==> src/rtl/averager_channel_scheduler.sv <==
// averager_channel_scheduler
//   Shares one power-of-two signed averaging datapath among CHANNEL_COUNT
//   sample streams. A round-robin arbiter grants one channel and holds the
//   grant for a full burst of 2**POWER_OF_TWO_EXPONENT samples. The burst sum
//   is divided by an arithmetic shift that rounds toward zero, and the result
//   is presented with the number of the channel that produced it.
//
//   Optional build macro: AVERAGER_CHANNEL_SCHEDULER_TIMEOUT_EN
//     Adds a starvation timer and a `timeout` output port. When no sample
//     arrives for TIMEOUT_CYCLES during a burst, the partial burst is dropped,
//     `timeout` pulses for one cycle, and the scheduler returns to IDLE.
//
// Ports
//   clock           sole clock, rising edge
//   clear_n         asynchronous active-low reset
//   input_valid     per-channel sample valid
//   input_ready     per-channel sample ready (only the granted channel)
//   input_sample    packed samples, channel i at [i*WORD_WIDTH +: WORD_WIDTH]
//   output_valid    average available
//   output_ready    consumer accepts average
//   output_average  signed average
//   output_channel  channel that produced output_average
//   busy            high in any state except IDLE
//   input_overflow  sticky accumulator signed overflow (diagnostic)
//   timeout         one-cycle starvation pulse (optional build only)
module averager_channel_scheduler #(
    parameter int CHANNEL_COUNT         = 4,
    parameter int CHANNEL_ID_WIDTH      = 2,
    parameter int WORD_WIDTH            = 16,
    parameter int POWER_OF_TWO_EXPONENT = 3,
    parameter int TIMEOUT_CYCLES        = 255
) (
    input  logic                                clock,
    input  logic                                clear_n,
    input  logic [CHANNEL_COUNT-1:0]            input_valid,
    output logic [CHANNEL_COUNT-1:0]            input_ready,
    input  logic [CHANNEL_COUNT*WORD_WIDTH-1:0] input_sample,
    output logic                                output_valid,
    input  logic                                output_ready,
    output logic [WORD_WIDTH-1:0]               output_average,
    output logic [CHANNEL_ID_WIDTH-1:0]         output_channel,
    output logic                                busy,
    output logic                                input_overflow
`ifdef AVERAGER_CHANNEL_SCHEDULER_TIMEOUT_EN
    ,
    output logic                                timeout
`endif
);

    localparam int E     = POWER_OF_TWO_EXPONENT;
    localparam int W     = WORD_WIDTH;
    localparam int ACC_W = W + E;
    localparam int CIW   = CHANNEL_ID_WIDTH;

    typedef enum logic [1:0] {
        S_IDLE,
        S_ACCUMULATE,
        S_DIVIDE,
        S_OUTPUT
    } state_t;

    state_t                    state_q, state_d;
    logic [CIW-1:0]            grant_q, grant_d;
    logic [CIW-1:0]            last_grant_q, last_grant_d;
    logic signed [ACC_W-1:0]   acc_q, acc_d;
    logic [E-1:0]              count_q, count_d;
    logic [W-1:0]              avg_q, avg_d;
    logic [CIW-1:0]            ochan_q, ochan_d;
    logic                      ovalid_q, ovalid_d;
    logic                      ovf_q, ovf_d;

    // Per-channel view of the packed sample bus.
    logic [CHANNEL_COUNT-1:0][W-1:0] samples;
    assign samples = input_sample;

    // Only the granted channel sees ready, and only while accumulating.
    genvar g;
    generate
        for (g = 0; g < CHANNEL_COUNT; g++) begin : g_ready
            assign input_ready[g] = (state_q == S_ACCUMULATE) && (grant_q == CIW'(g));
        end
    endgenerate

    // Round-robin search starting after last_grant: the lowest requester
    // above last_grant wins, otherwise the lowest requester at or below it.
    logic           hi_found, lo_found, found;
    logic [CIW-1:0] hi_sel, lo_sel, sel;
    always_comb begin
        hi_found = 1'b0;
        lo_found = 1'b0;
        hi_sel   = '0;
        lo_sel   = '0;
        for (int i = CHANNEL_COUNT - 1; i >= 0; i--) begin
            if (input_valid[i]) begin
                if (i > int'(last_grant_q)) begin
                    hi_found = 1'b1;
                    hi_sel   = CIW'(i);
                end else begin
                    lo_found = 1'b1;
                    lo_sel   = CIW'(i);
                end
            end
        end
        found = hi_found | lo_found;
        sel   = hi_found ? hi_sel : lo_sel;
    end

    // Accumulate datapath.
    logic                    accept;
    logic signed [ACC_W-1:0] sample_ext, sum_w;
    logic                    add_ovf;
    assign accept     = (state_q == S_ACCUMULATE) && input_valid[grant_q];
    assign sample_ext = {{E{samples[grant_q][W-1]}}, samples[grant_q]};
    assign sum_w      = acc_q + sample_ext;
    assign add_ovf    = (acc_q[ACC_W-1] == sample_ext[ACC_W-1]) &&
                        (sum_w[ACC_W-1] != acc_q[ACC_W-1]);

    // Divide: biasing negative sums by 2**E-1 turns the flooring shift
    // into truncation toward zero.
    logic signed [ACC_W-1:0] bias, adj;
    assign bias = acc_q[ACC_W-1] ? ACC_W'((1 << E) - 1) : '0;
    assign adj  = acc_q + bias;

`ifdef AVERAGER_CHANNEL_SCHEDULER_TIMEOUT_EN
    localparam int TO_W = $clog2(TIMEOUT_CYCLES + 1);
    logic [TO_W-1:0] to_cnt_q, to_cnt_d;
    logic            timeout_q, timeout_d;
    assign timeout = timeout_q;
`endif

    always_comb begin
        state_d      = state_q;
        grant_d      = grant_q;
        last_grant_d = last_grant_q;
        acc_d        = acc_q;
        count_d      = count_q;
        avg_d        = avg_q;
        ochan_d      = ochan_q;
        ovalid_d     = ovalid_q;
        ovf_d        = ovf_q;
`ifdef AVERAGER_CHANNEL_SCHEDULER_TIMEOUT_EN
        to_cnt_d     = to_cnt_q;
        timeout_d    = 1'b0;
`endif
        case (state_q)
            S_IDLE: begin
                if (found) begin
                    grant_d      = sel;
                    last_grant_d = sel;
                    acc_d        = '0;
                    count_d      = '0;
                    state_d      = S_ACCUMULATE;
`ifdef AVERAGER_CHANNEL_SCHEDULER_TIMEOUT_EN
                    to_cnt_d     = '0;
`endif
                end
            end
            S_ACCUMULATE: begin
                if (accept) begin
                    acc_d   = sum_w;
                    count_d = count_q + 1'b1;
                    if (add_ovf) ovf_d = 1'b1;
                    // count wraps to zero on the last sample of the burst
                    if (count_q == {E{1'b1}}) state_d = S_DIVIDE;
`ifdef AVERAGER_CHANNEL_SCHEDULER_TIMEOUT_EN
                    to_cnt_d = '0;
                end else if (to_cnt_q == TO_W'(TIMEOUT_CYCLES - 1)) begin
                    // Starved: drop the partial burst, keep last_grant so the
                    // next search begins after the stalled channel.
                    timeout_d = 1'b1;
                    acc_d     = '0;
                    count_d   = '0;
                    ovf_d     = 1'b0;
                    to_cnt_d  = '0;
                    state_d   = S_IDLE;
                end else begin
                    to_cnt_d = to_cnt_q + 1'b1;
`endif
                end
            end
            S_DIVIDE: begin
                avg_d    = W'(adj >>> E);
                ochan_d  = grant_q;
                ovalid_d = 1'b1;
                state_d  = S_OUTPUT;
            end
            S_OUTPUT: begin
                if (ovalid_q && output_ready) begin
                    ovalid_d = 1'b0;
                    ovf_d    = 1'b0;
                    state_d  = S_IDLE;
                end
            end
            default: state_d = S_IDLE;
        endcase
    end

    always_ff @(posedge clock or negedge clear_n) begin
        if (!clear_n) begin
            state_q      <= S_IDLE;
            grant_q      <= '0;
            last_grant_q <= CIW'(CHANNEL_COUNT - 1);
            acc_q        <= '0;
            count_q      <= '0;
            avg_q        <= '0;
            ochan_q      <= '0;
            ovalid_q     <= 1'b0;
            ovf_q        <= 1'b0;
`ifdef AVERAGER_CHANNEL_SCHEDULER_TIMEOUT_EN
            to_cnt_q     <= '0;
            timeout_q    <= 1'b0;
`endif
        end else begin
            state_q      <= state_d;
            grant_q      <= grant_d;
            last_grant_q <= last_grant_d;
            acc_q        <= acc_d;
            count_q      <= count_d;
            avg_q        <= avg_d;
            ochan_q      <= ochan_d;
            ovalid_q     <= ovalid_d;
            ovf_q        <= ovf_d;
`ifdef AVERAGER_CHANNEL_SCHEDULER_TIMEOUT_EN
            to_cnt_q     <= to_cnt_d;
            timeout_q    <= timeout_d;
`endif
        end
    end

    assign output_valid   = ovalid_q;
    assign output_average = avg_q;
    assign output_channel = ochan_q;
    assign busy           = (state_q != S_IDLE);
    assign input_overflow = ovf_q;

endmodule

==> config.mk <==
export PLATFORM = sky130hd
export DESIGN_NAME = averager_channel_scheduler
export DESIGN_NICKNAME = d
export VERILOG_FILES = /design/src/rtl/averager_channel_scheduler.sv
export SDC_FILE = /design/constraint.sdc
export NUM_CORES = 1
export LEC_CHECK = 0
export CORE_MARGIN = 2
export CORE_UTILIZATION = 50
export CTS_CLUSTER_DIAMETER = 120
export CTS_CLUSTER_SIZE = 10
export DETAILED_ROUTE_END_ITERATION = 6
export HOLD_SLACK_MARGIN = 0.03
export PLACE_DENSITY = 0.9
export SETUP_SLACK_MARGIN = 0.15
export SLEW_MARGIN = 30
export SYNTH_ARGS = -nofsm -noshare
export SYNTH_HDL_FRONTEND = slang
export SYNTH_SLANG_ARGS = --single-unit
==> constraint.sdc <==
create_clock -name clock -period 9.02 [get_ports clock]
set_input_delay 2.706 -clock clock [delete_from_list [all_inputs] [get_ports clock]]
set_output_delay 2.706 -clock clock [all_outputs]
set_load 0.005 [all_outputs]
# Yosys cells after proc, flatten, opt, wreduce, memory -nomap -nowiden
# Index checks and enable logic that the tools add are counted.
word_totals:
  reg_bits: 48
  latchBits: 0
  mem_bits_rw: 0
  mem_bits_ro: 0
  input_bits: 71
  output_inout_bits: 25
  elab_cells: 97
  mem_count: 0
op_classes:
  addsub: 3
  multipliers: 0
  div_mod_pow: 0
  n_lt_le_gt_ge: 4
  n_eq_ne: 14
  shift: 0
  muxes: 48
  bitwise: 1
  n_reduce_logical: 18
op_table:
  columns: ["cell", "count"]
  rows:
  - ["$mux 19", 2]
  - ["$pmux 19 s2", 1]
  - ["$mux 2", 18]
  - ["$bmux 16 s2", 1]
  - ["$add 19x16->19", 1]
  - ["$add 19x4->19", 1]
  - ["$mux 1", 17]
  - ["$mux 16", 1]
  - ["$mux 3", 3]
  - ["$eq 2x2->1 const B", 4]
  - ["$ne 2x2->1 const B", 4]
  - ["$pmux 2 s4", 1]
  - ["$reduce_and 4->1", 2]
  - ["$reduce_bool 2->1", 4]
  - ["$logic_and 1x1->1", 7]
  - ["$pmux 3 s2", 1]
  - ["$eq 2x1->1 const B", 2]
  - ["$gt 2x2->1 const A", 2]
  - ["$logic_not 2->1", 2]
  - ["$pmux 1 s2", 2]
  - ["$reduce_and 2->1", 2]
  - ["$add 3x1->3 const B", 1]
  - ["$eq 3x3->1 const B", 1]
  - ["$lt 2x3->1 const B", 1]
  - ["other kinds (7)", 7]

# Logic depth before layout (Yosys ltp)
# Gate-level depths: netlist of run 1.
logic_depth:
  depth_word: 11
  depth_mapped: 13
  depth_no_buf: 11

# Worst setup path after synthesis of run 1
# OpenSTA, ideal clock, no wires.
synth_path:
  kind: "input port to flip-flop"
  start: "in input_sample[54]"
  end: "reg acc_q[13]"
  setup_time_ns: 0.122
  t_arrival_ns: 4.812
  required_ns: 8.898
  path_slack_ns: 4.087
  path_stages: 8
  n_path_buf: 0
  path_cell_list: "mux4_2 ha_1 a2111oi_0 o21ai_1 a21oi_2 nor2_1 a311o_1 a32o_1"
synth_between:
  elab_chain_cells: 5
synth_lines:
  columns: ["item", "line", "source"]
  rows:
  - ["from (decl)", "37", "input logic [CHANNEL_COUNT*WORD_WIDTH-1:0] input_sample,"]
  - ["$bmux 16 s2", "113", "assign sample_ext = {{E{samples[grant_q][W-1]}}, samples[grant_q]};"]
  - ["$mux 16 (implied by the code)", "113", null]
  - ["$add 19x16->19", "114", "assign sum_w = acc_q + sample_ext;"]
  - ["$mux 19", "159", "if (accept) begin"]
  - ["$pmux 19 s2", "145", "case (state_q)"]
  - ["to (signal assigned)", "203", "acc_q <= '0;"]
  - ["to (signal assigned)", "217", "acc_q <= acc_d;"]
  - ["to (decl)", "65", "logic signed [ACC_W-1:0] acc_q, acc_d;"]
# Every way passes these cells. The select of a mux whose other input is x is not followed.
# A chain may end at the register's enable or synchronous reset.

# Worst setup path in the final report of run 1
# Same ends and word-level chain as after synthesis.

==> parameters.txt, run 1 <==
Parameter                              Value

Run status
  Outcome ... completed

Logic synthesis
  Cell taking the most area after synthesis ... dfrtp_1
  Mean post-synth cell area ... ~9.7 sq um
  Yosys warning count ... 0
  Synthesized net count ... about 470
  Mapped Cells ... 370
  Number of unique standard cell types used by synthesis ... between 50 and 60
  Post-synthesis sequential element count ... 48
  Number of enable flip-flop cells after synthesis ... 0
  Netlist area before placement ... 3580 sq um
  Most area-consuming cells after synthesis ... dfrtp_1, mux4_2, ha_1, xor2_1, a21oi_1
  Area share of the leading cell type in the synthesized netlist ... between 30% and 40%
  Async SR Flop Fraction ... between 90% and 100%
  Prevailing post-synth register cell ... dfrtp_1
  Sequential element share of the synthesized area ... approximately a third

Critical path
  Reg2reg path depth ... 9
  Cells along the critical path ... clkdlybuf4s50_1, mux4_2, ha_1, a2111oi_0, o21ai_1, a21oi_2, nor2_1, a311o_1, a32o_1
  Family of cells with the greatest summed delay on the critical path ... compound AO/OA/AOI/OAI gates
  Delay of the slowest cell on the worst path ... approximately 470 ps
  Launch point of the worst reg-to-reg path ... grant_q[0]$_DFFE_PN0P_
  CP endpoint kind ... flip-flop
  Arrival time at the worst endpoint ... roughly 5500 ps
  Worst-path cell with the longest stage delay ... mux4_2
  Required time worst endpoint ... 9210 ps
  Combined buffer and inverter count along the critical path ... 1
  Kind of critical path ... primary input to flip-flop
  Critical Path Stages ... 9
  Maximum fanout encountered on the critical timing path ... 6
  Endpoint of the worst-slack reg-to-reg timing path ... acc_q[13]$_DFFE_PN0P_
  FF-to-FF setup slack ... between 5000 and 6000 ps
  Worst Setup Start Kind ... primary input

Place
  HPWL after DPL ... about 6700 um
  Cell area after placement ... 4590 sq um
  Port Buffer Count ... 95
  Routability-driven placement congestion ratio ... 0.967

Drt
  Top layer reached by signal wires ... met4
  First drt pass iteration count ... 4
  Met3 wire length ... just under 500 um
  Final wirelength ... 8390 um
  Via total after detailed routing ... approximately 3200
  Routed met1 length ... between 3000 and 4000 um
  Routed length per placed instance ... ~15 um
  Via/cell ratio ... between 5 and 6
  Antenna Violating Nets Remaining ... 0
  DRC ... 0
  Initial drt markers ... around 230
  Metal2 WL ... 4200 um

Power and ir drop
  Static Leakage ... roughly 2.0 nW
  Total power divided by cell area ... approximately 350 nW/um^2
  Max rail drop VDD ... around 0.00024 V

Floorplanning
  Die outline height ... roughly 90 um
  Standard cell core area ... between 6000 and 7000 sq um
  Boundary pin count ... between 90 and 100
  Die span in x ... 88.6 um
  Initial core utilization ... between 50 and 60%
  Total number of placement rows ... 30
  Die ar. ... between 7000 and 8000 sq um

Global routing
  Antenna violations before repair ... 0
  Maximum number of pins on one net before global-route repair ... 49
  Vias in the first global route ... 2998
  Wire length of the first global-routing pass ... about 14000 um
  Total routing usage reported by global routing ... roughly 23%
  GRT overflow ... 0

CTS
  Level count of the clock H-tree ... 2
  Clock transition time at the flip-flop clock pins of the worst setup and hold paths ... 90 ps
  Number of buffers added for setup after CTS ... 0
  TritonCTS Sinks ... 48
  CTS Hold Bufs ... 0
  Clock tree from TritonCTS ... done
  Clk Latency, worst-skew pair ... ~300 ps
  Deepest clock path buffer count ... 2
  Post-CTS sizing ... 0
  CTS Root Buffer Type ... clkbuf_8
  Number of buffers inserted during clock tree synthesis ... 5

Final layout
  Fraction of final layout cells sized beyond drive strength 1 ... around a tenth
  Area delta synth->final ... 31.8%
  Number of diodes added for antenna fixing ... 0
  Final Net Count ... approximately 560
  Post-layout instance area ... 4710 sq um
  Utilization of the core after routing ... about two thirds

Min path
  Launch point of the worst hold path ... count_q[2]$_DFFE_PN0P_
  Hold depth ... 1
  Min-delay worst type ... flip-flop to flip-flop
  Endpoint, Worst Hold ... count_q[2]$_DFFE_PN0P_

Timing
  Post-layout min period ... 5280 ps
  Final Max Slew Viols ... 0
  Achievable clock frequency ... about 0.19 GHz
  Worst Max-Slew Pin Slew ... about 940 ps
  Hold Worst Slack ... 514 ps
  Setup total negative slack ... 0 ps
  Relative slew margins ... between 30% and 40%
  Final setup viols ... 0
  Unrepaired setup endpoints after global routing ... false
  Final count of hold timing violations ... 0
  Post-route clock period utilization ... about three fifths
  Clk_skew ... approximately 9.5 ps

Run
  Max-capacitance violation count ... 0
## power breakdown
group	internal (mW)	switching, mW	leakage (nW)
clock	0.0907	0.0717	0.0614
combinational	0.517	0.550	1.32
sequential	0.318	0.0896	0.584
total	0.926	0.711	1.97
## synth_stat cells, drive strengths merged, types with 2 or more instances
master   number
mux4         17
or3           2
o211ai        4
nand2        36
mux2          4
a22o          6
o22ai         2
dfrtp        46
a221oi        2
o21a          5
a21o          6
a2111oi       2
dfstp         2
clkbuf       10
a211oi        3
and4          2
nand2b        3
a21oi        32
o31a          2
nand4         3
and3          4
o21bai        5
nor2         31
nor2b         3
nor3          5
nor3b         2
inv          13
a31o          2
xnor2        11
o21ai        28
xor2         18
nand3        13
buf           4
ha           27
## kinds of logic (layout without fill, tap and decap cells)
group	Yosys count	after routing	share of synthesized area, %
AND/OR/NAND/NOR	108	108	13.9
flip-flops	48	48	33.6
buffers and inverters	28	119	3.50
AO/OA/AOI/OAI	107	107	19.7
adder cells (fa/ha/maj)	28	28	10.0
multiplexers	22	22	12.2
XOR/XNOR	29	29	7.10
## how the worst max path moves through the flow
stage                     startpoint                    end  slack (ps)
global route        input_sample[32]  acc_q[18]$_DFFE_PN0P_        3570
CTS                 input_sample[54]  acc_q[13]$_DFFE_PN0P_        3770
finish              input_sample[54]  acc_q[13]$_DFFE_PN0P_        3740
global placement    input_sample[54]  acc_q[13]$_DFFE_PN0P_        3570
floorplan           input_sample[54]  acc_q[13]$_DFFE_PN0P_        4090
detailed placement  input_sample[54]  acc_q[13]$_DFFE_PN0P_        3450
## sequential cells by signal, indices dropped and copies added, names as in the netlist, 2 cells and up
| register | count |
|---|---|
| count_q | 3 |
| grant_q | 2 |
| output_channel | 2 |
| last_grant_q | 2 |
| output_average | 16 |
| state_q | 2 |
| acc_q | 19 |
## cell type report
class / count / area [sq um]
clock inverter: 2 / 38.8
tap: 96 / 120
fill: 506 / 2160
inverter: 13 / 48.8
clock buffer: 6 / 82.6
timing repair buffer: 98 / 971
sequential: 48 / 1200
multi-input combinational: 294 / 2250
## layout by cell type, fill, tap and decap left out, types with 5 or more instances in the layout
master	instances
nand2_1	36
o21ai_0	23
clkbuf_8	6
xor2_1	18
nor2_1	31
dfrtp_1	46
nand3_1	13
a21oi_1	31
ha_1	27
o21a_1	5
a22o_1	6
clkdlybuf4s50_1	94
o21bai_1	5
nor3_1	5
mux4_2	17
inv_1	13
xnor2_1	11
## per-stage QoR
step	power, mW	setup slack, ps	cells
after floorplan	1.17	4090	370
after global placement	1.41	3570	549
after detailed placement	1.47	3450	549
after CTS	1.63	3770	557
after global routing	1.77	3570	557
final	1.64	3740	557
## routing by layer
| metal | GRT usage [%] | vias up |
|---|---|---|
| li1 | - | 1553 |
| met1 | 28.6 | 1521 |
| met2 | 39.0 | 122 |
| met3 | 4.66 | 20 |
| met4 | 6.47 | 0 |
| met5 | 0 | - |
Power figures use the tool's default switching activity.
==> inputs of run 2 (changes only) <==
CORE_UTILIZATION = 49   (was 50)
PLACE_DENSITY = 0.89   (was 0.9)
clock period = 5.05 ns   (was 9.02 ns; I/O delays follow)
==> run 2 against run 1 <==
Compared with the run above: die area rose by 1.9%; hold slack got worse by 2.0 ps; utilization fell by 3.3 points; flip-flop and latch count did not move; first-iteration DRC count fell by 23%; power rose by 76%; critical path depth rose by 3; critical path type unchanged; critical endpoint is now acc_q[18]$_DFFE_PN0P_.
==> parameters.txt, run 2 (same netlist as run 1, synthesis figures left out) <==
Parameter                              Value

Place
  HPWL after DPL ... 6670 um (+0.14%)
  # placed instances ... 552 (+0.55%)
  DP Worst Slack ... 663 ps (-2780 ps)
  Routability-driven placement congestion ratio ... 0.894 (-7.5%)
  Port Buffer Count ... 95 (unchanged)

CTS
  Deepest clock path buffer count ... 2 (unchanged)
  Level count of the clock H-tree ... 2 (unchanged)
  Clk Latency, worst-skew pair ... 310 ps (about the same)
  Number of buffers added for setup after CTS ... 0 (unchanged)
  TritonCTS Sinks ... 48 (unchanged)
  CTS Hold Bufs ... 0 (unchanged)
  Post-CTS sizing ... 0 (unchanged)
  Clock tree from TritonCTS ... done
  CTS Root Buffer Type ... clkbuf_8
  Clock transition time at the flip-flop clock pins of the worst setup and hold paths ... 90 ps (about the same)
  Number of buffers inserted during clock tree synthesis ... 5 (unchanged)

Final layout
  Multi-input logic area ... 2250 sq um (unchanged)
  Top reg by flops ... acc_q
  Top library cells by usage in the layout, fill and taps aside ... clkdlybuf4s50_1, dfrtp_1, nand2_1
  Number of fill cells in the layout ... 574 (+13%)
  Number of flip-flops under the largest register name ... 19 (unchanged)
  Final Net Count ... 559 (unchanged)
  Most common cell after layout, fill and taps aside ... clkdlybuf4s50_1
  Fraction of final layout cells sized beyond drive strength 1 ... 9.11% (-0.22 points)
  Area delta synth->final ... 31.1%
  FF+latch area ... 1200 sq um (unchanged)
  Post-layout instance count excluding filler cells ... 560 (+0.54%)
  Number of diodes added for antenna fixing ... 0 (unchanged)

Global routing
  GRT overflow ... 0 (unchanged)
  Antenna violations before repair ... 0 (unchanged)
  Vias in the first global route ... 3147 (+5.0%)
  Maximum number of pins on one net before global-route repair ... 49 (unchanged)
  Wire length of the first global-routing pass ... 14000 um (+0.24%)
  Total routing usage reported by global routing ... 22.4% (-0.14 points)

Critical path
  Cells along the critical path ... clkdlybuf4s50_1, mux4_2, ha_1, inv_1, fa_1, nor2b_1, o31ai_1, o2111ai_1, a31o_2, xnor2_1, a21oi_1, o22ai_1
  Kind of critical path ... primary input to flip-flop
  CP endpoint kind ... flip-flop
  Endpoint of the worst-slack reg-to-reg timing path ... acc_q[18]$_DFFE_PN0P_
  Maximum fanout encountered on the critical timing path ... 3 (-3)
  Launch point of the worst reg-to-reg path ... grant_q[0]$_DFFE_PN0P_
  Combined buffer and inverter count along the critical path ... 2 (+1)
  Delay of the slowest cell on the worst path ... 470 ps (about the same)
  Reg2reg path depth ... 12 (+3)
  Worst Setup Start Kind ... primary input
  Family of cells with the greatest summed delay on the critical path ... compound AO/OA/AOI/OAI gates
  Arrival time at the worst endpoint ... 4320 ps (-1150 ps)
  Required time worst endpoint ... 5250 ps (-3960 ps)
  Worst-path cell with the longest stage delay ... mux4_2
  FF-to-FF setup slack ... 1440 ps (-4240 ps)

Timing
  Unrepaired setup endpoints after global routing ... false
  Final setup slack of the worst path ... 932 ps (-2810 ps)
  Clk_skew ... 8.35 ps (-1.19 ps)
  Achievable clock frequency ... around 0.24 GHz
  Post-layout min period ... between 4000 and 5000 ps
  Final count of hold timing violations ... 0 (unchanged)
  Relative slew margins ... 37.7% (+0.23 points)
  Setup total negative slack ... 0 ps (unchanged)
  Final Max Slew Viols ... 0 (unchanged)
  Post-route clock period utilization ... 81.5%
  Final setup viols ... 0 (unchanged)
  Worst Max-Slew Pin Slew ... 934 ps (-3.39 ps)

Floorplanning
  Die outline height ... 89.4 um (+0.97%)
  Boundary pin count ... 96 (unchanged)
  Die span in x ... 89.4 um (+0.97%)
  Initial core utilization ... 49.9% (-2.2 points)
  Standard cell core area ... 7180 sq um (+4.5%)
  Die ar. ... 8000 sq um (+1.9%)
  Total number of placement rows ... 31 (+3.3%)

Drt
  First drt pass iteration count ... 4 (unchanged)
  Antenna Violating Nets Remaining ... 0 (unchanged)
  Via/cell ratio ... 5.68 (-1.6%)
  DRC ... 0 (unchanged)
  Final wirelength ... 8500 um (+1.4%)
  Routed length per placed instance ... 15.2 um (+0.86%)
  Via total after detailed routing ... 3180 (-1.1%)
  Initial drt markers ... 180 (-23%)

Power and ir drop
  Max rail drop VDD ... 0.000331 V (+39%)
  Total power divided by cell area ... 613 nW/um^2 (+77%)
  Static Leakage ... 1.95 nW (-0.87%)

Min path
  Endpoint, Worst Hold ... count_q[0]$_DFFE_PN0P_
  Launch point of the worst hold path ... count_q[0]$_DFFE_PN0P_
  Min-delay worst type ... flip-flop to flip-flop
  Hold depth ... 1 (unchanged)

Run
  Max-capacitance violation count ... 0 (unchanged)

Run status
  Outcome ... completed
-- run 2: cell count changes in the layout (fill, tap and decap cells not counted), sizes merged --
| cell | delta |
|---|---|
| clkbuf | +1 |
| clkinv | -1 |
| clkinvlp | +1 |
| bufinv | -1 |
-- run 2: layer usage --
metal  vias to the layer above  share of wire [%]  global-route usage [%]
li1                       1545                  -                       -
met1                      1523                 43                    28.2
met2                        99                 50                    38.3
met3                        13                5.6                    5.08
met4                         0                1.5                    7.06
met5                         -                  0                       0
-- run 2: where the power goes --
group / switching (mW) / leakage (nW) / internal, mW
clock network: 0.130 / 0.0445 / 0.111
registers: 0.204 / 0.584 / 0.567
logic: 0.935 / 1.32 / 0.928
-- run 2: metrics by stage --
step	util (%)	total power [mW]	cell area, sq um	hold slack, ps
global placement	64.0	2.54	4590	487
floorplan	-	2.08	3580	468
detailed placement	64.0	2.63	4600	493
global route	65.4	3.13	4690	533
finish	65.4	2.88	4690	512
CTS	65.4	2.88	4690	508
-- run 2: layout make-up --
type,instances,area share [%]
Multi-Input combinational cell,294,47.9
Sequential cell,48,25.7
Timing Repair Buffer,98,20.7
Tap cell,99,2.64
Clock buffer,7,1.84
Inverter,13,1.04
Clock inverter,1,0.160
-- run 2: worst max path at each step --
stage | start | endpoint | slack (ps) | cells past startpoint
after floorplan | input_sample[54] | acc_q[13]$_DFFE_PN0P_ | 1310 | 8
after global placement | input_sample[54] | acc_q[13]$_DFFE_PN0P_ | 770 | 9
after detailed placement | input_sample[0] | acc_q[18]$_DFFE_PN0P_ | 660 | 12
after CTS | input_sample[0] | acc_q[18]$_DFFE_PN0P_ | 980 | 12
after global routing | input_sample[0] | acc_q[18]$_DFFE_PN0P_ | 790 | 12
final | input_sample[0] | acc_q[18]$_DFFE_PN0P_ | 930 | 12
